<file path="config.mk">
export PLATFORM = sky130hd
export DESIGN_NAME = seq_shift_add_mul
export DESIGN_NICKNAME = d
export VERILOG_FILES = /design/src/rtl/mul_pkg.sv /design/src/rtl/mul_step.sv /design/src/rtl/seq_shift_add_mul.sv
export SDC_FILE = /design/constraint.sdc
export NUM_CORES = 1
export LEC_CHECK = 0
export ABC_AREA = 1
export CAP_MARGIN = 40
export CORE_ASPECT_RATIO = 1.75
export CORE_MARGIN = 5
export CORE_UTILIZATION = 53
export DETAILED_ROUTE_END_ITERATION = 8
export GPL_TIMING_DRIVEN = 0
export PLACE_DENSITY = 0.83
export SLEW_MARGIN = 20
export SYNTH_ARGS = -nofsm -noshare
export SYNTH_HDL_FRONTEND = slang
export SYNTH_HIERARCHICAL = 1
export SYNTH_SLANG_ARGS = --single-unit
</file>
<file path="constraint.sdc">
create_clock -name clk -period 2.6 [get_ports clk]
set_clock_uncertainty 0.2 [all_clocks]
set_input_delay 0.26 -clock clk [delete_from_list [all_inputs] [get_ports clk]]
set_output_delay 0.26 -clock clk [all_outputs]
set_load 0.01 [all_outputs]
</file>
<file path="src/rtl/mul_pkg.sv">
// mul_pkg: shared state encoding, default width and count-width helper for seq_shift_add_mul
package mul_pkg;
  typedef enum logic [1:0] {IDLE, BUSY, DONE} mul_state_t;
  localparam int MUL_WIDTH_DEFAULT = 8;
  function automatic int cnt_w(input int w);
    return $clog2(w);
  endfunction
endpackage

</file>
<file path="src/rtl/mul_step.sv">
// mul_step: one shift-add iteration; ports acc (2W partial product/multiplier), mcand (W), nxt (next acc)
module mul_step #(
  parameter int WIDTH = 8
) (
  input  logic [2*WIDTH-1:0] acc,
  input  logic [WIDTH-1:0]   mcand,
  output logic [2*WIDTH-1:0] nxt
);
  logic [WIDTH:0] sum;
  assign sum = {1'b0, acc[2*WIDTH-1:WIDTH]} + {1'b0, acc[0] ? mcand : {WIDTH{1'b0}}};
  assign nxt = {sum, acc[WIDTH-1:1]};
endmodule

</file>
<file path="src/rtl/seq_shift_add_mul.sv">
// seq_shift_add_mul: iterative WIDTHxWIDTH shift-add multiplier with valid/ready in and out
// Ports: clk, rst (async high), in_valid/in_ready/a/b operand handshake, out_valid/out_ready/product
// result handshake, busy (BUSY or DONE). Macro SIGNED_MUL_EN adds op_signed (two's complement operands).
module seq_shift_add_mul
  import mul_pkg::*;
#(
  parameter int WIDTH = MUL_WIDTH_DEFAULT
) (
  input  logic               clk,
  input  logic               rst,
`ifdef SIGNED_MUL_EN
  input  logic               op_signed,
`endif
  input  logic               in_valid,
  output logic               in_ready,
  input  logic [WIDTH-1:0]   a,
  input  logic [WIDTH-1:0]   b,
  output logic               out_valid,
  input  logic               out_ready,
  output logic [2*WIDTH-1:0] product,
  output logic               busy
);
  localparam int CW = cnt_w(WIDTH);
  localparam logic [CW-1:0] LAST = CW'(WIDTH - 1);
  mul_state_t state;
  logic [WIDTH-1:0] mcand, ma, mb;
  logic [2*WIDTH-1:0] acc, nxt;
  logic [CW-1:0] count;
  logic sign, sg;
`ifdef SIGNED_MUL_EN
  logic sa, sb;
  assign sa = op_signed & a[WIDTH-1];
  assign sb = op_signed & b[WIDTH-1];
  assign sg = sa ^ sb;
  assign ma = sa ? -a : a;
  assign mb = sb ? -b : b;
`else
  assign sg = 1'b0;
  assign ma = a;
  assign mb = b;
`endif
  mul_step #(.WIDTH(WIDTH)) u_step (.acc(acc), .mcand(mcand), .nxt(nxt));
  assign in_ready  = state == IDLE;
  assign out_valid = state == DONE;
  assign busy      = state != IDLE;
  always_ff @(posedge clk or posedge rst) begin
    if (rst) begin
      state   <= IDLE;
      mcand   <= '0;
      acc     <= '0;
      count   <= '0;
      sign    <= 1'b0;
      product <= '0;
    end else begin
      case (state)
        IDLE: if (in_valid) begin
          state <= BUSY;
          mcand <= ma;
          acc   <= {{WIDTH{1'b0}}, mb};
          count <= '0;
          sign  <= sg;
        end
        BUSY: begin
          acc   <= nxt;
          count <= count + 1'b1;
          if (count == LAST) begin
            state   <= DONE;
            product <= sign ? -nxt : nxt;
          end
        end
        DONE: if (out_ready) state <= IDLE;
        default: state <= IDLE;
      endcase
    end
  end
endmodule

</file>
Word-level counts from Yosys, hierarchy flattened
Index checks and enable logic that the tools add are counted.
{"block": "word_totals", "input_bits": 20, "out_inout_bits": 19, "elab_cells": 29, "reg_bits": 45}
{"block": "op_classes", "muxes": 9, "n_addsub": 2, "n_eq_ne": 6, "reduce_logical": 7}
{"operator": "case mux 16 bit (2 select lines)", "n": 1}
{"operator": "2-to-1 mux 16 bit", "n": 1}
{"operator": "adder 8 x 8 -> 9 bit", "n": 1}
{"operator": "2-to-1 mux 8 bit", "n": 1}
{"operator": "2-to-1 mux 2 bit", "n": 3}
{"operator": "case mux 2 bit (3 select lines)", "n": 1}
{"operator": "case mux 3 bit (2 select lines)", "n": 1}
{"operator": "AND reduction 2 bit", "n": 3}
{"operator": "inequality test 2 bit (second input constant)", "n": 2}
{"operator": "nonzero test 2 bit", "n": 2}
{"operator": "adder 3 x 1 -> 3 bit (second input constant)", "n": 1}
{"operator": "== test 3 bit (second input constant)", "n": 1}
{"operator": "2-to-1 mux 3 bit", "n": 1}
{"operator": "AND reduction 3 bit", "n": 1}
{"operator": "== test 2 x 1 -> 1 bit (second input constant)", "n": 1}
{"operator": "== test 2 bit (second input constant)", "n": 1}
{"operator": "zero test 2 bit", "n": 1}
{"operator": "inequality test 2 x 1 -> 1 bit (second input constant)", "n": 1}

Longest topological paths before layout
{"block": "logic_depth", "depth_word": 3, "depth_mapped": 13, "mapped_depth_nobuf": 12}

Hierarchy
Netlist, hierarchy kept.
{"mod": "seq_shift_add_mul", "area_each_um2": 1901.8, "cells_each": 214, "seq_area_each_um2": 1126.1, "n_inst": 1}
{"mod": "mul_step", "area_each_um2": 493.0, "cells_each": 83, "seq_area_each_um2": 0.0, "n_inst": 1}

Least setup slack after synthesis
Ideal clock, no wire load.
{"block": "synth_path", "path_type": "reg2reg", "start": "register acc[0]", "end": "register acc[15]", "setup_slack_ns": 0.567, "setup_ns": 0.126, "path_stages_with_launch": 14, "path_buffers": 1, "required_time_ns": 2.274, "period_less_slack_ns": 2.033, "arrival_time_ns": 1.707, "cell_sequence": "dfrtp_1 clkbuf_1 nand2_1 inv_1 ha_1 fa_1 nand2_1 nand2_1 nand3b_4 nand2_1 nand2_1 nand2_1 inv_1 o21ai_0"}
{"block": "synth_between", "elab_chain_len": 3}
{"item": "start: declaration", "line_no": "seq_shift_add_mul.sv:27", "text": "logic [2*WIDTH-1:0] acc, nxt;"}
{"item": "start signal: assignment", "line_no": "seq_shift_add_mul.sv:59", "text": "acc <= {{WIDTH{1'b0}}, mb};"}
{"item": "start signal: assignment", "line_no": "seq_shift_add_mul.sv:64", "text": "acc <= nxt;"}
{"item": "2-to-1 mux 8 bit", "line_no": "mul_step.sv:10", "text": "assign sum = {1'b0, acc[2*WIDTH-1:WIDTH]} + {1'b0, acc[0] ? mcand : {WIDTH{1'b0}}};"}
{"item": "adder 8 x 8 -> 9 bit", "line_no": "mul_step.sv:10"}
{"item": "named net nxt[15]", "line_no": "seq_shift_add_mul.sv:27"}
{"item": "case mux 16 bit (2 select lines)", "line_no": "seq_shift_add_mul.sv:55", "text": "case (state)"}
The timed path passes the listed nets, and every way through them passes these cells.
A chain may end at the register's enable or synchronous reset.

Worst setup path in the final report
Same ends and word-level chain as after synthesis.

==> impl_metrics.prom <==
# TYPE chip_impl_metric gauge
chip_impl_info{name="run_status",value="finished clean"} 1
chip_impl_metric{name="initial_core_util",unit="%"} 54.38
chip_impl_metric{name="footprint_of_the_multi_input_gates",unit="µm²"} 997.2
chip_impl_metric{name="gr-usage-all-layers",unit="%"} 19.99
chip_impl_metric{name="final_worst_path_period_share",unit="%"} 86.89
chip_impl_info{name="top_usage_layer",value="met2"} 1
chip_impl_metric{name="clock_insertion_delay_worst_skew",unit="ns"} 0.30
chip_impl_metric{name="design.final.nets",unit=""} 373
chip_impl_metric{name="syn_avg_cell_area",unit="µm²"} 8.063
chip_impl_metric{name="detail_route.wirelength",unit="µm"} 5183
chip_impl_metric{name="vias_per_cell",unit=""} 5.033
chip_impl_metric{name="timing.final.crit_period",unit="ns"} 2.259
chip_impl_metric{name="final_setup_slack_of_the_worst_path",unit="ns"} 0.3409
chip_impl_metric{name="setup_total_negative_slack",unit="ns"} 0
chip_impl_info{name="ctsRootBufferMaster",value="clkbuf_8"} 1
chip_impl_metric{name="timing.critical_path.required",unit="ns"} 2.58
chip_impl_metric{name="cts_htree_levels",unit=""} 2
chip_impl_metric{name="detailroute.via_count",unit=""} 1983
chip_impl_metric{name="clock_path_buffers",unit=""} 2
chip_impl_metric{name="report.power.total",unit="mW"} 3.224
chip_impl_metric{name="dieWidth",unit="µm"} 60.82
chip_impl_metric{name="worstMarginPinSlew",unit="ns"} 0.5364
chip_impl_metric{name="row_count",unit=""} 32
chip_impl_info{name="critical_path.startpoint_type",value="flip-flop"} 1
chip_impl_metric{name="detail-route-antenna-nets",unit=""} 0
chip_impl_metric{name="drv_slew",unit=""} 0
chip_impl_metric{name="gr-usage-met2",unit="%"} 35.45
chip_impl_metric{name="final_hold_vios",unit=""} 0
chip_impl_info{name="critical_path_start_end_classification",value="flip-flop to flip-flop"} 1
chip_impl_metric{name="yosysSeqAreaShare",unit="%"} 47.02
chip_impl_info{name="timing.hold.worst.class",value="input pin to flip-flop"} 1
chip_impl_info{name="layout.cells.most_common_list",value="nand2_1 (116), dfrtp_1 (45), clkdlybuf4s50_1 (37), inv_1 (32), nand3_1 (21)"} 1
chip_impl_metric{name="netlist_area",unit="µm²"} 2395
chip_impl_metric{name="setup_viol",unit=""} 0
chip_impl_metric{name="max-vdd-ir-drop",unit="mV"} 0.7008
chip_impl_metric{name="worst_slew_margin_relative_to_its_limit",unit="%"} 64.19
chip_impl_metric{name="p_leak",unit="nW"} 1.587
chip_impl_info{name="cts_tree",value="yes"} 1
chip_impl_info{name="worstSetupEndpointType",value="flip-flop"} 1
chip_impl_metric{name="antenna_found_initial",unit=""} 0
chip_impl_metric{name="area_delta_synth_final",unit="%"} 23.30
chip_impl_metric{name="portBuffers",unit=""} 37
chip_impl_metric{name="clock-sinks",unit=""} 45
chip_impl_metric{name="finish.instance_area",unit="µm²"} 2953
chip_impl_metric{name="detail_route.drc_violations",unit=""} 0
chip_impl_metric{name="cts-buffers-inserted",unit=""} 5
chip_impl_metric{name="die-height",unit="µm"} 98.93
chip_impl_metric{name="synth.ff_latch_count",unit=""} 45
chip_impl_metric{name="critical_path_arrival",unit="ns"} 2.24
chip_impl_metric{name="grt_pass1_wl",unit="µm"} 8928
chip_impl_metric{name="num_antenna_cells",unit=""} 0
chip_impl_metric{name="maximum_achievable_frequency",unit="GHz"} 0.4427
chip_impl_metric{name="max_cap_viol_count",unit=""} 0
chip_impl_metric{name="total_power_per_unit_cell_area",unit="nW/µm²"} 1092
chip_impl_metric{name="total_nets_after_synthesis",unit=""} 328
chip_impl_metric{name="core",unit="µm²"} 4404
chip_impl_metric{name="setup_ws_pre_cts",unit="ns"} 0.3665
chip_impl_metric{name="fillCellCount",unit=""} 357
chip_impl_metric{name="overflow_left_after_global_routing",unit=""} 0
chip_impl_metric{name="stdcell_count",unit=""} 394
chip_impl_metric{name="path_clk_slew",unit="ns"} 0.09
chip_impl_metric{name="dpl.cell_count",unit=""} 386
chip_impl_metric{name="detailedPlacementHpwl",unit="µm"} 3995
chip_impl_info{name="grt_setup_unrepaired",value="no"} 1
chip_impl_metric{name="dr.pass1.iters",unit=""} 4
chip_impl_metric{name="grt_max_degree",unit=""} 25
chip_impl_metric{name="post_dp_cell_area",unit="µm²"} 2856
chip_impl_metric{name="routed_wire_length_per_instance",unit="µm"} 13.15
chip_impl_metric{name="vias_in_the_first_global_route",unit=""} 1966
chip_impl_info{name="mostFrequentLayoutCell",value="nand2_1"} 1
chip_impl_metric{name="die_area",unit="µm²"} 6016
chip_impl_metric{name="distinct_cells_synth",unit=""} 28
chip_impl_metric{name="ys.warnings.count",unit=""} 6
chip_impl_metric{name="layout-drive-gt1-share",unit="%"} 12.24
chip_impl_metric{name="met3_usage",unit="%"} 2.752
chip_impl_metric{name="post_cts_buffers",unit=""} 0
chip_impl_metric{name="cp_max_fo",unit=""} 8
chip_impl_metric{name="floorplan.io_pins",unit=""} 39
chip_impl_metric{name="synthCells",unit=""} 297
chip_impl_metric{name="grtUsageMet1",unit="%"} 21.51
chip_impl_metric{name="count_of_hold_fix_buffers_inserted_at_cts",unit=""} 0
chip_impl_metric{name="drt-initial-drc-count",unit=""} 59
chip_impl_metric{name="cts_resized",unit=""} 0
chip_impl_metric{name="sequential_cell_area",unit="µm²"} 1126
chip_impl_metric{name="globalplace.congestion",unit=""} 0.8131
report_power, final:
group | switching [mW] | internal, mW | total, mW | leakage, nW
combinational | 0.874 | 0.732 | 1.61 | 0.957
clock | 0.245 | 0.216 | 0.461 | 0.0512
sequential | 0.165 | 0.991 | 1.16 | 0.579
total | 1.28 | 1.94 | 3.22 | 1.59
cells by family after synthesis:
family | synth area share, %
DFF | 47.02
buffers and inverters | 11.34
and+or+nand+nor | 27.74
xor gates and xnor gates | 1.097
adders and majority gates | 6.061
AOI/OAI and AO/OA | 6.740
routing by layer:
metal | vias to the layer above | share of wire (%)
met5 | - | 0
met4 | 0 | 3.7
met3 | 15 | 2.8
met2 | 41 | 55
met1 | 926 | 38
li1 | 1001 | -
Yosys cell counts (all sizes together):
library cell	number	area share [%]
nor2	5	0.89
xnor2	2	0.73
fa	1	0.84
ha	10	5.2
o21ai	27	5.8
or2	2	0.73
o31ai	1	0.31
dfrtp	45	47
a21oi	3	0.63
clkbuf	1	0.16
nand3b	2	1.1
inv	36	5.7
nand2	120	19
xor2	1	0.37
nand3	23	5.5
buf	18	5.4
final timing paths:
check | start | cells after the start | endpoint | slack [ns]
setup / recovery | acc[0] | 13 | acc[15] | 0.34
hold / removal | in_valid | 3 | mcand[3] | 0.09
setup reg to reg | acc[0] | 13 | acc[15] | 0.34
hold reg to reg | mcand[5] | 2 | mcand[5] | 0.28
max in group asynchronous | rst | 3 | product[6] | 1.58
min in group asynchronous | rst | 2 | mcand[6] | 0.12
registers in the layout (all words and copies together), names as in the netlist:
signal and count:
product 16, mcand 8, state 2, acc 16, count 3
worst max-delay path, cell delays in order (launching register included):
cell      delay, ns
dfrtp_1        0.39
clkbuf_1       0.19
nand2_1        0.10
inv_1          0.04
ha_1           0.20
fa_1           0.40
nand2_1        0.08
nand2_1        0.12
nand3b_4       0.10
nand2_1        0.06
nand2_1        0.06
nand2_1        0.04
inv_1          0.06
o21ai_0        0.08
final cells by class:
type / instances / area share [%]
Buffer: 19 / 4.534
Clock buffer: 6 / 2.797
Clock inverter: 2 / 0.4661
Inverter: 36 / 4.661
Multi-Input combinational cell: 197 / 33.77
Sequential cell: 45 / 38.14
Tap cell: 51 / 2.161
Timing Repair Buffer: 38 / 13.47
through the flow:
step	utilization, %	hold WS (ns)
floorplan	-	0.1559
global placement	64.23	0.2566
detailed placement	64.86	0.2589
CTS	67.05	0.08898
global route	67.05	0.1071
finish	67.05	0.09045
Note: power is estimated with default switching activity, not from simulation.
